**src/rtl/lsu_mc.sv**
```systemverilog
// lsu_mc: multicycle load/store unit for an RV32I multicycle core.
//
// Converts byte/half/word loads and stores (signed and unsigned) into
// whole-word accesses on a word-addressed data memory with combinational
// read and a single whole-word write enable. Sub-word stores are done as
// read-modify-write. Misaligned, illegal or out-of-range requests complete
// with err_o=1 and never touch memory.
//
// Ports:
//   clk_i, rstn_i      clock, asynchronous active-low reset
//   req_i              request strobe, sampled only while ready_o=1
//   is_store_i         1 = store, 0 = load
//   funct3_i           RV32I funct3 (LB/LH/LW/LBU/LHU, SB/SH/SW)
//   addr_i             byte address
//   wdata_i            store data (low bits used for sub-word stores)
//   ready_o            idle, able to accept a request
//   done_o             one-cycle completion pulse
//   err_o              valid with done_o, 1 = request rejected
//   rdata_o            extended load result, held until the next load completes
//   dmem_addr_o        word index to memory (byte address >> 2)
//   dmem_wdata_o       full word written to memory
//   dmem_we_o          memory write enable
//   dmem_rdata_i       combinational memory read data for dmem_addr_o
module lsu_mc #(
    parameter int DEPTH = 2048
) (
    input  logic        clk_i,
    input  logic        rstn_i,
    input  logic        req_i,
    input  logic        is_store_i,
    input  logic [2:0]  funct3_i,
    input  logic [31:0] addr_i,
    input  logic [31:0] wdata_i,
    output logic        ready_o,
    output logic        done_o,
    output logic        err_o,
    output logic [31:0] rdata_o,
    output logic [31:0] dmem_addr_o,
    output logic [31:0] dmem_wdata_o,
    output logic        dmem_we_o,
    input  logic [31:0] dmem_rdata_i
);

    localparam logic [31:0] DEPTH_W = 32'(DEPTH);

    typedef enum logic [1:0] {IDLE, RD, WR, DONE} state_t;

    state_t      state_reg, state_next;
    logic        is_store_reg;
    logic [2:0]  funct3_reg;
    logic [31:0] addr_reg;
    logic [31:0] wdata_reg;
    logic        err_reg;
    logic [31:0] rbuf_reg;
    logic [31:0] rdata_reg;
    // Last word index / write word driven, so the memory port holds steady
    // outside RD and WR.
    logic [31:0] addr_hold_reg;
    logic [31:0] wdata_hold_reg;

    logic        f3_bad, align_bad, range_bad, req_err;
    logic [31:0] word_index;
    logic [31:0] merged;
    logic [31:0] load_ext;
    logic [7:0]  ld_byte;
    logic [15:0] ld_half;

    // Request checking on the live inputs, so the verdict is captured at accept.
    always_comb begin
        if (is_store_i)
            f3_bad = funct3_i[2] | (funct3_i[1:0] == 2'b11);
        else
            f3_bad = (funct3_i == 3'b011) | (funct3_i[2:1] == 2'b11);
        align_bad = ((funct3_i[1:0] == 2'b01) && addr_i[0]) ||
                    ((funct3_i[1:0] == 2'b10) && (addr_i[1:0] != 2'b00));
        range_bad = ({2'b00, addr_i[31:2]} >= DEPTH_W);
        req_err   = f3_bad | align_bad | range_bad;
    end

    assign word_index = {2'b00, addr_reg[31:2]};

    // Store word: SW takes wdata whole; SB/SH splice a lane into the read buffer.
    always_comb begin
        merged = rbuf_reg;
        case (funct3_reg[1:0])
            2'b00:   merged[{addr_reg[1:0], 3'b000} +: 8] = wdata_reg[7:0];
            2'b01:   merged[{addr_reg[1], 4'b0000} +: 16] = wdata_reg[15:0];
            default: merged = wdata_reg;
        endcase
    end

    // Load lane selection and extension from the memory word being read.
    always_comb begin
        ld_byte = dmem_rdata_i[{addr_reg[1:0], 3'b000} +: 8];
        ld_half = dmem_rdata_i[{addr_reg[1], 4'b0000} +: 16];
        case (funct3_reg)
            3'b000:  load_ext = {{24{ld_byte[7]}}, ld_byte};
            3'b100:  load_ext = {24'h000000, ld_byte};
            3'b001:  load_ext = {{16{ld_half[15]}}, ld_half};
            3'b101:  load_ext = {16'h0000, ld_half};
            default: load_ext = dmem_rdata_i;
        endcase
    end

    // State register.
    always_ff @(posedge clk_i or negedge rstn_i) begin
        if (!rstn_i)
            state_reg <= IDLE;
        else
            state_reg <= state_next;
    end

    // Next state and outputs.
    always_comb begin
        state_next   = state_reg;
        ready_o      = 1'b0;
        done_o       = 1'b0;
        err_o        = 1'b0;
        dmem_we_o    = 1'b0;
        dmem_addr_o  = addr_hold_reg;
        dmem_wdata_o = wdata_hold_reg;
        case (state_reg)
            IDLE: begin
                ready_o = 1'b1;
                if (req_i) begin
                    if (req_err)
                        state_next = DONE;
                    else if (is_store_i && (funct3_i[1:0] == 2'b10))
                        state_next = WR;
                    else
                        state_next = RD;
                end
            end
            RD: begin
                dmem_addr_o = word_index;
                state_next  = is_store_reg ? WR : DONE;
            end
            WR: begin
                dmem_we_o    = 1'b1;
                dmem_addr_o  = word_index;
                dmem_wdata_o = merged;
                state_next   = DONE;
            end
            DONE: begin
                done_o     = 1'b1;
                err_o      = err_reg;
                state_next = IDLE;
            end
            default: state_next = IDLE;
        endcase
    end

    // Datapath registers.
    always_ff @(posedge clk_i or negedge rstn_i) begin
        if (!rstn_i) begin
            is_store_reg   <= 1'b0;
            funct3_reg     <= 3'b000;
            addr_reg       <= 32'h0;
            wdata_reg      <= 32'h0;
            err_reg        <= 1'b0;
            rbuf_reg       <= 32'h0;
            rdata_reg      <= 32'h0;
            addr_hold_reg  <= 32'h0;
            wdata_hold_reg <= 32'h0;
        end else begin
            if (state_reg == IDLE && req_i) begin
                is_store_reg <= is_store_i;
                funct3_reg   <= funct3_i;
                addr_reg     <= addr_i;
                wdata_reg    <= wdata_i;
                err_reg      <= req_err;
            end
            if (state_reg == RD) begin
                rbuf_reg <= dmem_rdata_i;
                if (!is_store_reg)
                    rdata_reg <= load_ext;
            end
            if (state_reg == RD || state_reg == WR)
                addr_hold_reg <= word_index;
            if (state_reg == WR)
                wdata_hold_reg <= merged;
        end
    end

    assign rdata_o = rdata_reg;

endmodule

```
**config.mk**
```make
export PLATFORM = sky130hd
export DESIGN_NAME = lsu_mc
export DESIGN_NICKNAME = d
export VERILOG_FILES = /design/src/rtl/lsu_mc.sv
export SDC_FILE = /design/constraint.sdc
export NUM_CORES = 1
export LEC_CHECK = 0
export BUFFER_PORTS_ARGS = -buffer_cell sky130_fd_sc_hd__buf_2
export CAP_MARGIN = 20
export CORE_ASPECT_RATIO = 1.1
export CORE_MARGIN = 1.5
export CORE_UTILIZATION = 51
export CTS_CLUSTER_DIAMETER = 120
export DETAILED_ROUTE_END_ITERATION = 12
export PLACE_DENSITY = 0.85
export SLEW_MARGIN = 30
export SYNTH_ARGS = -nofsm -noshare
export SYNTH_HDL_FRONTEND = slang
export SYNTH_SLANG_ARGS = --single-unit
```
**constraint.sdc**
```tcl
create_clock -name clk_i -period 4.14 [get_ports clk_i]
set_input_delay 0.621 -clock clk_i [delete_from_list [all_inputs] [get_ports clk_i]]
set_output_delay 0.621 -clock clk_i [all_outputs]
set_load 0.03 [all_outputs]
```
==> metrics <==
status=finished, final reports clean; fin. max-slew vios=0; register area share after synthesis=55.8%; nature of the critical path startpoint=flip-flop; crit path buf inv count=3; vias in the first global route=6623; die area=0.0181 mm^2; Mapped Area=0.00883 mm^2; Critical Path AT=2.78 ns; highest clock rate=294 MHz; Post-synth EDFFs=0; routed wire length=23700 um; cell family with most CP delay=buffers and inverters; Worst EP required=3.52 ns; Least-Margin Pin Slew=0.934 ns; unrepaired setup endpoints after global routing=false; R2R depth=6; drt pass-1 iters=5; clock latency on the worst-skew pair=0.43 ns; Max-slew headroom=37.7%; RR Startpoint=state_reg[1]; drt wl/cell=20.0 um; num rows=50; Final TNS setup=0 ns; Synth Flop Type=dfrtp_1; overall routing resource usage=26.2%; vias per cell=5.82; DRT antenna net count=0; met2 routed WL=11300 um; Sink Count=197; Max Root-Sink Buffers=2; clk_skew=0.00578 ns; register area=0.00493 mm^2; initial DRC count=473; Overflow after GRT=0; first-pass GRT wire length=36200 um; maxcap violations=0; layout cell share with drive strength beyond 1=41.6%; min Tclk post-route=3.40 ns; leading cell type in the layout, fill and taps excluded=buf_2; Yosys reg bits=197; Worst setup startpoint=addr_reg[0]; clock-pin slew on the worst setup and hold paths=0.07 ns; Synth Instances=754; fin nets=1050; Max FO, Critical Path=12; Final period util=82.1%; H-tree levels=4; Unique masters post-synth=41; largest net degree at the start of global routing=98; hold crit path type=primary input to asynchronous set/reset pin; r2r setup slk=1.36 ns; Slowest-stage cell, CP=dfrtp_1; CTS tree=built; Finish-stage setup viols=0; Worst Setup End Kind=output pin; area of the multi-input gates=0.00365 mm^2; WS Path Type=flip-flop to output pin; cts repair resizes=0; post-CTS setup buffers=0; hold buffers post-CTS=0; met3 routed WL=1940 um; Area growth, synth to finish=20.6%; post-DP HPWL=16900 um; worst path cell trace=inv_1 > ha_1 > nor4bb_1 > buf_4 > a22o_1 > nand2_1 > a21oi_1 > buf_2; syn_area_per_cell=11.7 um^2; met1 wire length=9650 um; routed vias=6906; Num CTS Buffers=17; initial antenna violation count=2; Synth Warn #=0; clk root buf=clkbuf_16; die boundary width=128 um; reg2reg end=rdata_o[11]; fill cell count=1376; core region area=0.0170 mm^2; Initial Util=51.9%; IO Count=203; CP max stage delay=0.55 ns; Port-buffer cells=200; Final Hold Viols=0; Placer Congestion=0.817; # DRC=0; asr flop ratio synth=100%; most frequent cells in the layout=buf_2, dfrtp_1, mux2_2; Top Layer Used=met5; Die H=141 um
==> cells by family (layout without fill, tap and decap cells) <==
| kind of cell | after synthesis | count (layout) | share of synthesized area (%) |
|---|---|---|---|
| flops | 197 | 197 | 55.8 |
| compound gates | 150 | 150 | 12.2 |
| simple gates | 193 | 193 | 9.61 |
| buf+inv | 62 | 258 | 2.96 |
| fa+ha+maj | 9 | 9 | 1.28 |
| mux | 142 | 142 | 18.1 |
| other cells | 1 | 3 | 0.0425 |
==> through the flow <==
stage	hold slack [ns]	area (um^2)	setup slack, ns	instances	utilization [%]
3_5_place_dp	0.478	10100	1.24	1153	59.1
2_1_floorplan	0.325	8830	1.20	755	-
3_3_place_gp	0.460	10100	1.27	1153	59.1
4_1_cts	0.297	10700	0.748	1185	62.6
5_1_grt	0.318	10700	0.574	1185	62.6
6_report	0.260	10700	0.739	1186	62.6
==> layer usage <==
layer / vias to the layer above / GRT usage, %
li1: 3084 / -
met1: 3401 / 33.5
met2: 358 / 42.1
met3: 61 / 6.94
met4: 2 / 11.4
met5: - / 0
==> cells in the mapped netlist, types with 8 or more instances <==
cell | instances | area [um^2]
a222oi_1 | 18 | 180
ha_1 | 9 | 113
a22o_1 | 35 | 307
dfrtp_1 | 197 | 4930
nand2_1 | 91 | 342
mux2_2 | 138 | 1550
buf_1 | 9 | 33.8
clkbuf_1 | 34 | 128
nor2_1 | 64 | 240
inv_1 | 8 | 30.0
a21oi_1 | 59 | 295
a221oi_1 | 21 | 184
==> how the worst max path moves through the flow <==
stage / slack [ns] / to / depth (start not counted)
floorplan: 1.20 / dmem_wdata_o[4] / 8
global placement: 1.27 / dmem_wdata_o[13] / 7
detailed placement: 1.24 / dmem_wdata_o[13] / 7
CTS: 0.75 / dmem_wdata_o[13] / 7
global route: 0.57 / dmem_wdata_o[12] / 5
finish: 0.74 / dmem_wdata_o[27] / 8
==> cell type report <==
class,instances,share of cell area [%]
Inverter,9,0.317
Clock buffer,17,3.99
Sequential cell,197,46.3
Timing Repair Buffer,217,10.8
Tap cell,234,2.75
Multi-Input combinational cell,496,34.3
Clock inverter,15,1.59
Antenna cell,1,0.0235
Power is not shown: default switching activity piles up to over one toggle a cycle in this logic, so the estimate is an artifact.
